File: src/rtl/pe_stream_macc.sv
// pe_stream_macc: integer stream processing element for the CGRA fabric.
//
// Element-wise ops (add, mul, multiply-add) emit one result per fired beat.
// Packet reductions (accumulate, dot product) emit one result on the beat
// carrying tlast. The op is latched on a packet's first beat. Every op goes
// through the same pipeline, so each result appears exactly MUL_LAT+1 cycles
// after its beat fires, whatever the op.
//
// Optional feature macro: PE_SAT_EN
//   defined   : add/mul/macc/acc/dot results clamp to the signed DWIDTH range
//   undefined : all results wrap modulo 2^DWIDTH (no saturation logic)
//
// Ports:
//   clk, rst                    clock, asynchronous active-high reset
//   inp1, inp2                  stream operands A and B
//   inp3                        static addend C for macc, sampled per beat
//   t_valid_inp1, t_valid_inp2  operand valids
//   t_last1_in, t_last2_in      last-beat flags from the two sources
//   op                          000 add, 001 acc, 010 mul, 011 macc, 100 dot
//   out, t_valid_out            result and its valid
//   t_last_out                  result is the last of its packet
//   busy                        packet open or a beat still in the pipeline
module pe_stream_macc #(
    parameter int unsigned DWIDTH  = 32,
    parameter int unsigned MUL_LAT = 4
) (
    input  logic              clk,
    input  logic              rst,
    input  logic [DWIDTH-1:0] inp1,
    input  logic [DWIDTH-1:0] inp2,
    input  logic [DWIDTH-1:0] inp3,
    input  logic              t_valid_inp1,
    input  logic              t_valid_inp2,
    input  logic              t_last1_in,
    input  logic              t_last2_in,
    input  logic [2:0]        op,
    output logic [DWIDTH-1:0] out,
    output logic              t_valid_out,
    output logic              t_last_out,
    output logic              busy
);

`ifdef PE_SAT_EN
    // Full product and two guard bits so no intermediate sum can overflow.
    localparam int unsigned PW = 2 * DWIDTH;
    localparam int unsigned EW = 2 * DWIDTH + 2;
    localparam logic signed [EW-1:0] SAT_MAX = {{(EW-DWIDTH+1){1'b0}}, {(DWIDTH-1){1'b1}}};
    localparam logic signed [EW-1:0] SAT_MIN = {{(EW-DWIDTH+1){1'b1}}, {(DWIDTH-1){1'b0}}};
`else
    // Wrapping results only ever need the low DWIDTH bits.
    localparam int unsigned PW = DWIDTH;
    localparam int unsigned EW = DWIDTH;
`endif
    localparam int unsigned NS = MUL_LAT;
    localparam int unsigned LS = NS - 1;

    localparam logic [2:0] OP_ADD  = 3'b000;
    localparam logic [2:0] OP_ACC  = 3'b001;
    localparam logic [2:0] OP_MUL  = 3'b010;
    localparam logic [2:0] OP_MACC = 3'b011;
    localparam logic [2:0] OP_DOT  = 3'b100;

    typedef enum logic {
        ST_IDLE = 1'b0,
        ST_OPEN = 1'b1
    } state_t;

    state_t            state_q, state_d;
    logic [2:0]        pkt_op_q, pkt_op_d;
    logic [2:0]        eff_op_c;
    logic              fire_c, last_c, first_c;
    logic              busy_q, busy_d;

    logic              stg_v_q     [NS];
    logic              stg_last_q  [NS];
    logic              stg_first_q [NS];
    logic [2:0]        stg_op_q    [NS];
    logic [DWIDTH-1:0] stg_a_q     [NS];
    logic [DWIDTH-1:0] stg_b_q     [NS];
    logic [DWIDTH-1:0] stg_c_q     [NS];
    logic [PW-1:0]     stg_p_q     [NS];

    logic signed [PW-1:0] prod_c;

    logic [DWIDTH-1:0] acc_q, acc_d;
    logic [DWIDTH-1:0] out_q, out_d;
    logic              t_valid_q, t_valid_d;
    logic              t_last_q, t_last_d;

    logic signed [DWIDTH-1:0] fa_s, fb_s, fc_s, base_s;
    logic signed [PW-1:0]     fp_s;
    logic signed [EW-1:0]     add_w, mul_w, macc_w, acc_w, dot_w;
    logic [DWIDTH-1:0]        res_c;
    logic                     emit_c;

    // Reduce a wide signed result to DWIDTH bits (clamp or wrap).
    function automatic logic [DWIDTH-1:0] fit(input logic signed [EW-1:0] v);
        logic [DWIDTH-1:0] r;
`ifdef PE_SAT_EN
        if (v > SAT_MAX) begin
            r = SAT_MAX[DWIDTH-1:0];
        end else if (v < SAT_MIN) begin
            r = SAT_MIN[DWIDTH-1:0];
        end else begin
            r = v[DWIDTH-1:0];
        end
`else
        r = v;
`endif
        return r;
    endfunction

    // Packet tracking: live op on the first beat, latched op afterwards.
    always_comb begin
        state_d  = state_q;
        pkt_op_d = pkt_op_q;
        eff_op_c = (state_q == ST_IDLE) ? op : pkt_op_q;
        fire_c   = (eff_op_c == OP_ACC) ? t_valid_inp1 : (t_valid_inp1 & t_valid_inp2);
        last_c   = (t_last1_in | t_last2_in) & fire_c;
        first_c  = (state_q == ST_IDLE);
        if (fire_c) begin
            if (state_q == ST_IDLE) begin
                pkt_op_d = op;
            end
            state_d = last_c ? ST_IDLE : ST_OPEN;
        end
        // busy is registered: it reflects next cycle's open state and stage valids.
        busy_d = (state_d == ST_OPEN) | fire_c;
        for (int unsigned i = 0; i + 1 < NS; i++) begin
            busy_d = busy_d | stg_v_q[i];
        end
    end

    always_ff @(posedge clk or posedge rst) begin
        if (rst) begin
            state_q  <= ST_IDLE;
            pkt_op_q <= 3'b000;
        end else begin
            state_q  <= state_d;
            pkt_op_q <= pkt_op_d;
        end
    end

    assign prod_c = PW'($signed(inp1)) * PW'($signed(inp2));

    // Delay line: beat attributes and operands travel alongside the product.
    always_ff @(posedge clk or posedge rst) begin
        if (rst) begin
            for (int unsigned i = 0; i < NS; i++) begin
                stg_v_q[i]     <= 1'b0;
                stg_last_q[i]  <= 1'b0;
                stg_first_q[i] <= 1'b0;
                stg_op_q[i]    <= 3'b000;
                stg_a_q[i]     <= '0;
                stg_b_q[i]     <= '0;
                stg_c_q[i]     <= '0;
                stg_p_q[i]     <= '0;
            end
        end else begin
            stg_v_q[0]     <= fire_c;
            stg_last_q[0]  <= last_c;
            stg_first_q[0] <= first_c;
            stg_op_q[0]    <= eff_op_c;
            stg_a_q[0]     <= inp1;
            stg_b_q[0]     <= inp2;
            stg_c_q[0]     <= inp3;
            stg_p_q[0]     <= prod_c;
            for (int unsigned i = 1; i < NS; i++) begin
                stg_v_q[i]     <= stg_v_q[i-1];
                stg_last_q[i]  <= stg_last_q[i-1];
                stg_first_q[i] <= stg_first_q[i-1];
                stg_op_q[i]    <= stg_op_q[i-1];
                stg_a_q[i]     <= stg_a_q[i-1];
                stg_b_q[i]     <= stg_b_q[i-1];
                stg_c_q[i]     <= stg_c_q[i-1];
                stg_p_q[i]     <= stg_p_q[i-1];
            end
        end
    end

    // Final-stage operands; the first beat of a packet starts from zero.
    assign fa_s   = $signed(stg_a_q[LS]);
    assign fb_s   = $signed(stg_b_q[LS]);
    assign fc_s   = $signed(stg_c_q[LS]);
    assign fp_s   = $signed(stg_p_q[LS]);
    assign base_s = stg_first_q[LS] ? '0 : $signed(acc_q);

    assign add_w  = EW'(fa_s) + EW'(fb_s);
    assign mul_w  = EW'(fp_s);
    assign macc_w = EW'(fp_s) + EW'(fc_s);
    assign acc_w  = EW'(base_s) + EW'(fa_s);
    assign dot_w  = EW'(base_s) + EW'(fp_s);

    // Result select; reductions update the accumulator every beat, emit on last.
    always_comb begin
        acc_d     = acc_q;
        out_d     = out_q;
        t_valid_d = 1'b0;
        t_last_d  = 1'b0;
        res_c     = '0;
        emit_c    = 1'b0;
        if (stg_v_q[LS]) begin
            case (stg_op_q[LS])
                OP_ADD: begin
                    res_c  = fit(add_w);
                    emit_c = 1'b1;
                end
                OP_MUL: begin
                    res_c  = fit(mul_w);
                    emit_c = 1'b1;
                end
                OP_MACC: begin
                    res_c  = fit(macc_w);
                    emit_c = 1'b1;
                end
                OP_ACC: begin
                    res_c  = fit(acc_w);
                    acc_d  = res_c;
                    emit_c = stg_last_q[LS];
                end
                OP_DOT: begin
                    res_c  = fit(dot_w);
                    acc_d  = res_c;
                    emit_c = stg_last_q[LS];
                end
                default: begin
                    emit_c = 1'b0;
                end
            endcase
        end
        if (emit_c) begin
            out_d     = res_c;
            t_valid_d = 1'b1;
            t_last_d  = stg_last_q[LS];
        end
    end

    always_ff @(posedge clk or posedge rst) begin
        if (rst) begin
            acc_q     <= '0;
            out_q     <= '0;
            t_valid_q <= 1'b0;
            t_last_q  <= 1'b0;
            busy_q    <= 1'b0;
        end else begin
            acc_q     <= acc_d;
            out_q     <= out_d;
            t_valid_q <= t_valid_d;
            t_last_q  <= t_last_d;
            busy_q    <= busy_d;
        end
    end

    assign out         = out_q;
    assign t_valid_out = t_valid_q;
    assign t_last_out  = t_last_q;
    assign busy        = busy_q;

endmodule

File: config.mk
export PLATFORM = sky130hd
export DESIGN_NAME = pe_stream_macc
export DESIGN_NICKNAME = d
export VERILOG_FILES = /design/src/rtl/pe_stream_macc.sv
export SDC_FILE = /design/constraint.sdc
export NUM_CORES = 2
export LEC_CHECK = 0
export BUFFER_PORTS_ARGS = -buffer_cell sky130_fd_sc_hd__buf_2
export CORE_MARGIN = 2
export CORE_UTILIZATION = 50
export CTS_CLUSTER_DIAMETER = 40
export DETAILED_ROUTE_END_ITERATION = 16
export PLACE_DENSITY_LB_ADDON = 0.3
export SLEW_MARGIN = 30
export SYNTH_ARGS = -nofsm -noshare
export SYNTH_HDL_FRONTEND = slang
export SYNTH_SLANG_ARGS = --single-unit
File: constraint.sdc
create_clock -name clk -period 25.6 [get_ports clk]
set_input_delay 6.4 -clock clk [delete_from_list [all_inputs] [get_ports clk]]
set_output_delay 6.4 -clock clk [all_outputs]
set_load 0.1 [all_outputs]
-- Yosys cells after proc, flatten, opt, wreduce, memory -nomap -nowiden
Index checks and enable logic that the tools add are counted.
- add/sub/neg operators: 4
- multipliers: 1
- divide/modulo/power cells: 0
- $lt $le $gt $ge: 0
- equal/unequal tests: 5
- shift-type cells: 0
- multiplexer cells: 12
- bitwise operators: 8
- reductions and logical operators: 5
- operators with widths (cell ; count):
    32-bit one-hot mux with 5 select lines ; 1
    32-bit adder ; 4
    32-bit two-way mux ; 2
    32-bit one-hot mux with 2 select lines ; 1
    32-bit by 32-bit multiplier with 32-bit output ; 1
    3-bit by 1-bit == test with 1-bit output (second input constant) ; 2
    3-bit by 2-bit == test with 1-bit output (second input constant) ; 2
    1-bit two-way mux ; 6
    1-bit OR ; 5
    3-bit == test (second input constant) ; 1
    3-bit logical NOT ; 1
    3-bit two-way mux ; 1
    3-bit OR reduction ; 1
    1-bit AND ; 2
    1-bit one-hot mux with 2 select lines ; 1
    2-bit AND reduction ; 1
    2-bit nonzero test ; 1
    2-bit OR reduction ; 1
    1-bit inverter ; 1
- flip-flop bits (word level): 607
- latch bits: 0
- memory bits (writable): 0
- memory bits (read-only): 0
- bits of input ports: 105
- output and inout port bits: 35
- logic and storage cells: 74
- memories: 0

-- Longest topological paths before layout
- depth after elaboration: 10
- mapped depth: 28
- gate-level depth less buffers: 26

-- Least setup slack after synthesis
Ideal clock, no wire load.
- path kind: input -> register
- from: input port inp2[3]
- to: register stg_p_q[127] (netlist name)
- data arrival time: 13.150 ns
- data required time: 25.520 ns
- path slack: 12.370 ns
- cell stages on the path: 26
- path buffers: 2
- path through: clkbuf_1 > clkbuf_1 > and2_1 > fa_1 > fa_1 > inv_1 > fa_1 > fa_1 > inv_1 > fa_1 > inv_1 > fa_1 > inv_1 > fa_1 > fa_1 > ha_1 > and3_1 > nand3_1 > a2111oi_2 > o31ai_1 > a21oi_1 > nor4_1 > o41ai_1 > nand3_1 > nand2_1 > xnor2_1
- word-level cells in the longest chain between the ends: 1
- RTL lines (element ; line ; RTL):
    start: declaration ; 30 ; input logic [DWIDTH-1:0] inp2,
    32-bit by 32-bit multiplier with 32-bit output ; 144 ; assign prod_c = PW'($signed(inp1)) * PW'($signed(inp2));
    named net prod_c[31] ; 83 ; logic signed [PW-1:0] prod_c;
    end signal: indexed assignment ; 176 ; stg_p_q[i] <= stg_p_q[i-1];
    end: declaration ; 81 ; logic [PW-1:0] stg_p_q [NS];
The timed path passes the listed nets, and every way through them passes these cells.
A chain may end at the register's enable or synchronous reset.

-- Final worst setup path
- from: input port inp2[2]
- to: register stg_p_q[127] (netlist name)
The elaborated chain is that of the path after synthesis.

==> flow_summary.toml <==
[floorplanning]
die_height_um = 286
rows = 103
pin_count = 140
core_area_um2 = 78700
fp.dieArea_um2 = 81600
die_w_um = 286
initial_core_util_pct = 50.4

[clock_network]
h-tree-depth = 3
cts.repair_timing.setup_buffer_count = 0
cts.path.max_buffers = 3
cts_tree = "done"
cts_inserted_buffers = 75
tritoncts_num_sinks = 607
cts.reportedPaths.clkPinSlew_ps = 60
cts-resized-gates = 0
insertion_delay_ps = 630
clock-root-buffer = "clkbuf_16"
ctsHoldBuffers = 0

[global_route]
antenna_found_initial = 6
first_global_vias = 27800
total_overflow_reported_by_the_global_router = 0
pin_count_of_the_biggest_net_entering_global_routing = 183
grt_usage_pct = 24.8
global_route_wire_length_before_repair_um = 157000

[critical_path]
cp.arrival_ps = 14100
timing.critical_path.max_delay_family = "adder cells"
criticalPathCategory = "in -> reg"
critPathMaxStageDelay_ps = 640
crit_path_max_fanout = 31
cp_data_required_time_ps = 26120
worst_path_most_repeated_cell = "fa_1"
setup.worst_path.start_class = "input pin"
crit_path_end_kind = "flip-flop"
critical_path.slowest_cell = "o41ai_1"
path_buf_inv = 5

[status]
status = "finished, final reports clean"

[synth]
syn-instance-count = 3629
flip_flop_and_latch_count_after_synthesis = 607
synth_enable_flop_cells = 0
synth_area_per_cell_um2 = 10.9
mappedNetlistArea_um2 = 39700
count_of_unique_library_cells_instantiated_by_yosys = 80
postSynthNetCount = 4420
synth_async_sr_flop_share_pct = 100
synth_ff_type = "dfrtp_1"
synth-warning-count = 0
synth_seq_area_share_pct = 38.3

[sta]
clock.fmax_mhz = 73.7
hold_violation_total_from_the_final_report = 0
timing.setup.tns_ps = 0
worst_case_headroom_to_the_max_slew_limit_pct = 43.9
unrepaired_setup_endpoints_after_global_routing = "false"
worst_slew_pin_slew_ps = 842
timing.final.setup_violations = 0
slew_viol_final = 0
layout_worst_path_cycle_share_pct = 53.0
worst_clock_skew_ps = 35.5
tmin_final_ps = 13580

[detailed_routing]
drtIter0Drc = 1826
drcViolationCount = 0
vias_per_cell = 5.43
route.vias.total = 26400
wirelength_um = 97200
postRouteAntennaNets = 0
routed_wire_length_per_instance_um = 20.0
number_of_iterations_in_the_first_detailed_routing_pass = 5

[finish]
area_growth_syn_to_layout_pct = 11.4
finish.net_count = 4530
non_filler_cell_area_final_um2 = 44200
drive_gt1_share_pct = 8.77
layout.cells.most_common_list = "dfrtp_1 (607), inv_1 (461), fa_1 (412)"
final_common_cell = "dfrtp_1"

[place]
detailedPlacementHpwl_um = 70900
gp_congestion = 0.931
port_buffers = 139
post_dp_cell_area_um2 = 41400

[run]
max_cap_viol_count = 0

[worst_hold_path]
worstHoldPathType = "reg -> reg"
==> flip-flops by register name (all words and copies together) (netlist names), 12 cells and up, named ones only <==
name	cells
stg_a_q	96
stg_c_q	96
stg_op_q	12
stg_p_q	96
fp_s	32
out	32
fa_s	32
stg_b_q	96
fc_s	32
acc_q	32
fb_s	32
==> cell type report <==
cell class	count	area, µm²
fillers	6585	34600
repair buffers	162	916
diodes	4	10.0
clock buffers	93	2080
flip-flops and latches	607	15200
multi-input cells	2430	22300
clock inverters	44	654
inverters	463	1750
well taps	1050	1310
==> final timing paths <==
check | start | endpoint | slack, ps | depth (start not counted)
setup / recovery | inp2[2] | stg_p_q[127]$_DFF_PP0_ | 12020 | 25
hold / removal | stg_p_q[116]$_DFF_PP0_ | stg_p_q[84]$_DFF_PP0_ | 330 | 0
max in group asynchronous | rst | stg_c_q[124]$_DFF_PP0_ | 16890 | 6
setup reg to reg | stg_first_q[0]$_DFF_PP0_ | out[30]$_DFFE_PP0P_ | 21300 | 14
min in group asynchronous | rst | stg_p_q[97]$_DFF_PP0_ | 5930 | 2
hold reg to reg | stg_p_q[116]$_DFF_PP0_ | stg_p_q[84]$_DFF_PP0_ | 330 | 0
==> cell usage after synthesis (all sizes together), types with 6 or more instances <==
cell     count  share of area (%)
nand3       33               0.43
o21bai      26               0.49
a221oi      24               0.53
nand2      266                2.5
o211ai      17               0.32
clkbuf     125                1.2
and2       380                6.0
nor2b       48               0.76
o32a         6               0.15
ha         274                8.6
a22oi        8               0.15
xnor2      130                2.9
nor3        34               0.43
nand2b      28               0.44
xor2        58                1.3
a21oi      166                2.1
and3        12               0.19
nor2       137                1.3
nand4        9               0.14
fa         412                 21
mux2         8               0.23
mux2i       13               0.33
dfrtp      607                 38
o21ai      100                1.3
or3          8               0.14
a31oi       31               0.49
a211oi      22               0.43
o2111ai      6               0.13
or2          6              0.095
o22ai        7               0.11
a21o        48               0.91
o21a        32               0.61
inv        463                4.4
o31ai       11               0.25
==> metrics by stage <==
step                instances  hold slack [ps]  util, %  setup WS, ps
detailed placement       4711              335     52.6         11490
floorplan                3629              331        -          2210
CTS                      4848              333     56.1         12110
global placement         4711              332     52.6         11690
global route             4851              341     56.1         11680
finish                   4853              335     56.1         12020
==> cell families (layout without fill, tap and decap cells) <==
logic type | Yosys count | after routing | synth area share, %
and+or+nand+nor | 981 | 981 | 12.8
adders and majority gates | 686 | 686 | 29.4
xor gates and xnor gates | 188 | 188 | 4.15
other | 0 | 4 | 0
muxes | 21 | 21 | 0.555
AOI/OAI and AO/OA | 554 | 554 | 9.18
DFF | 607 | 607 | 38.3
buffers and inverters | 592 | 762 | 5.60
==> worst register-to-register path, delay by kind of cell (launching register included) <==
family | cells | cell delay, ps
simple gates | 5 | 1180
compound gates | 5 | 1350
flops | 1 | 340
buf+inv | 1 | 410
fa+ha+maj | 2 | 720
mux | 1 | 160
==> layer usage <==
layer	track usage (%)	routed length, µm	share of wire, %	vias up
met2	39.9	45400	47	867
met3	2.96	5860	6.0	165
met1	35.7	43500	45	13400
met5	0	0	0	-
met4	7.40	2510	2.6	0
li1	-	-	-	11900
Power is left out: the tool's default activity adds up to more than one toggle a clock period on the data nets, which glitch-free logic cannot reach.
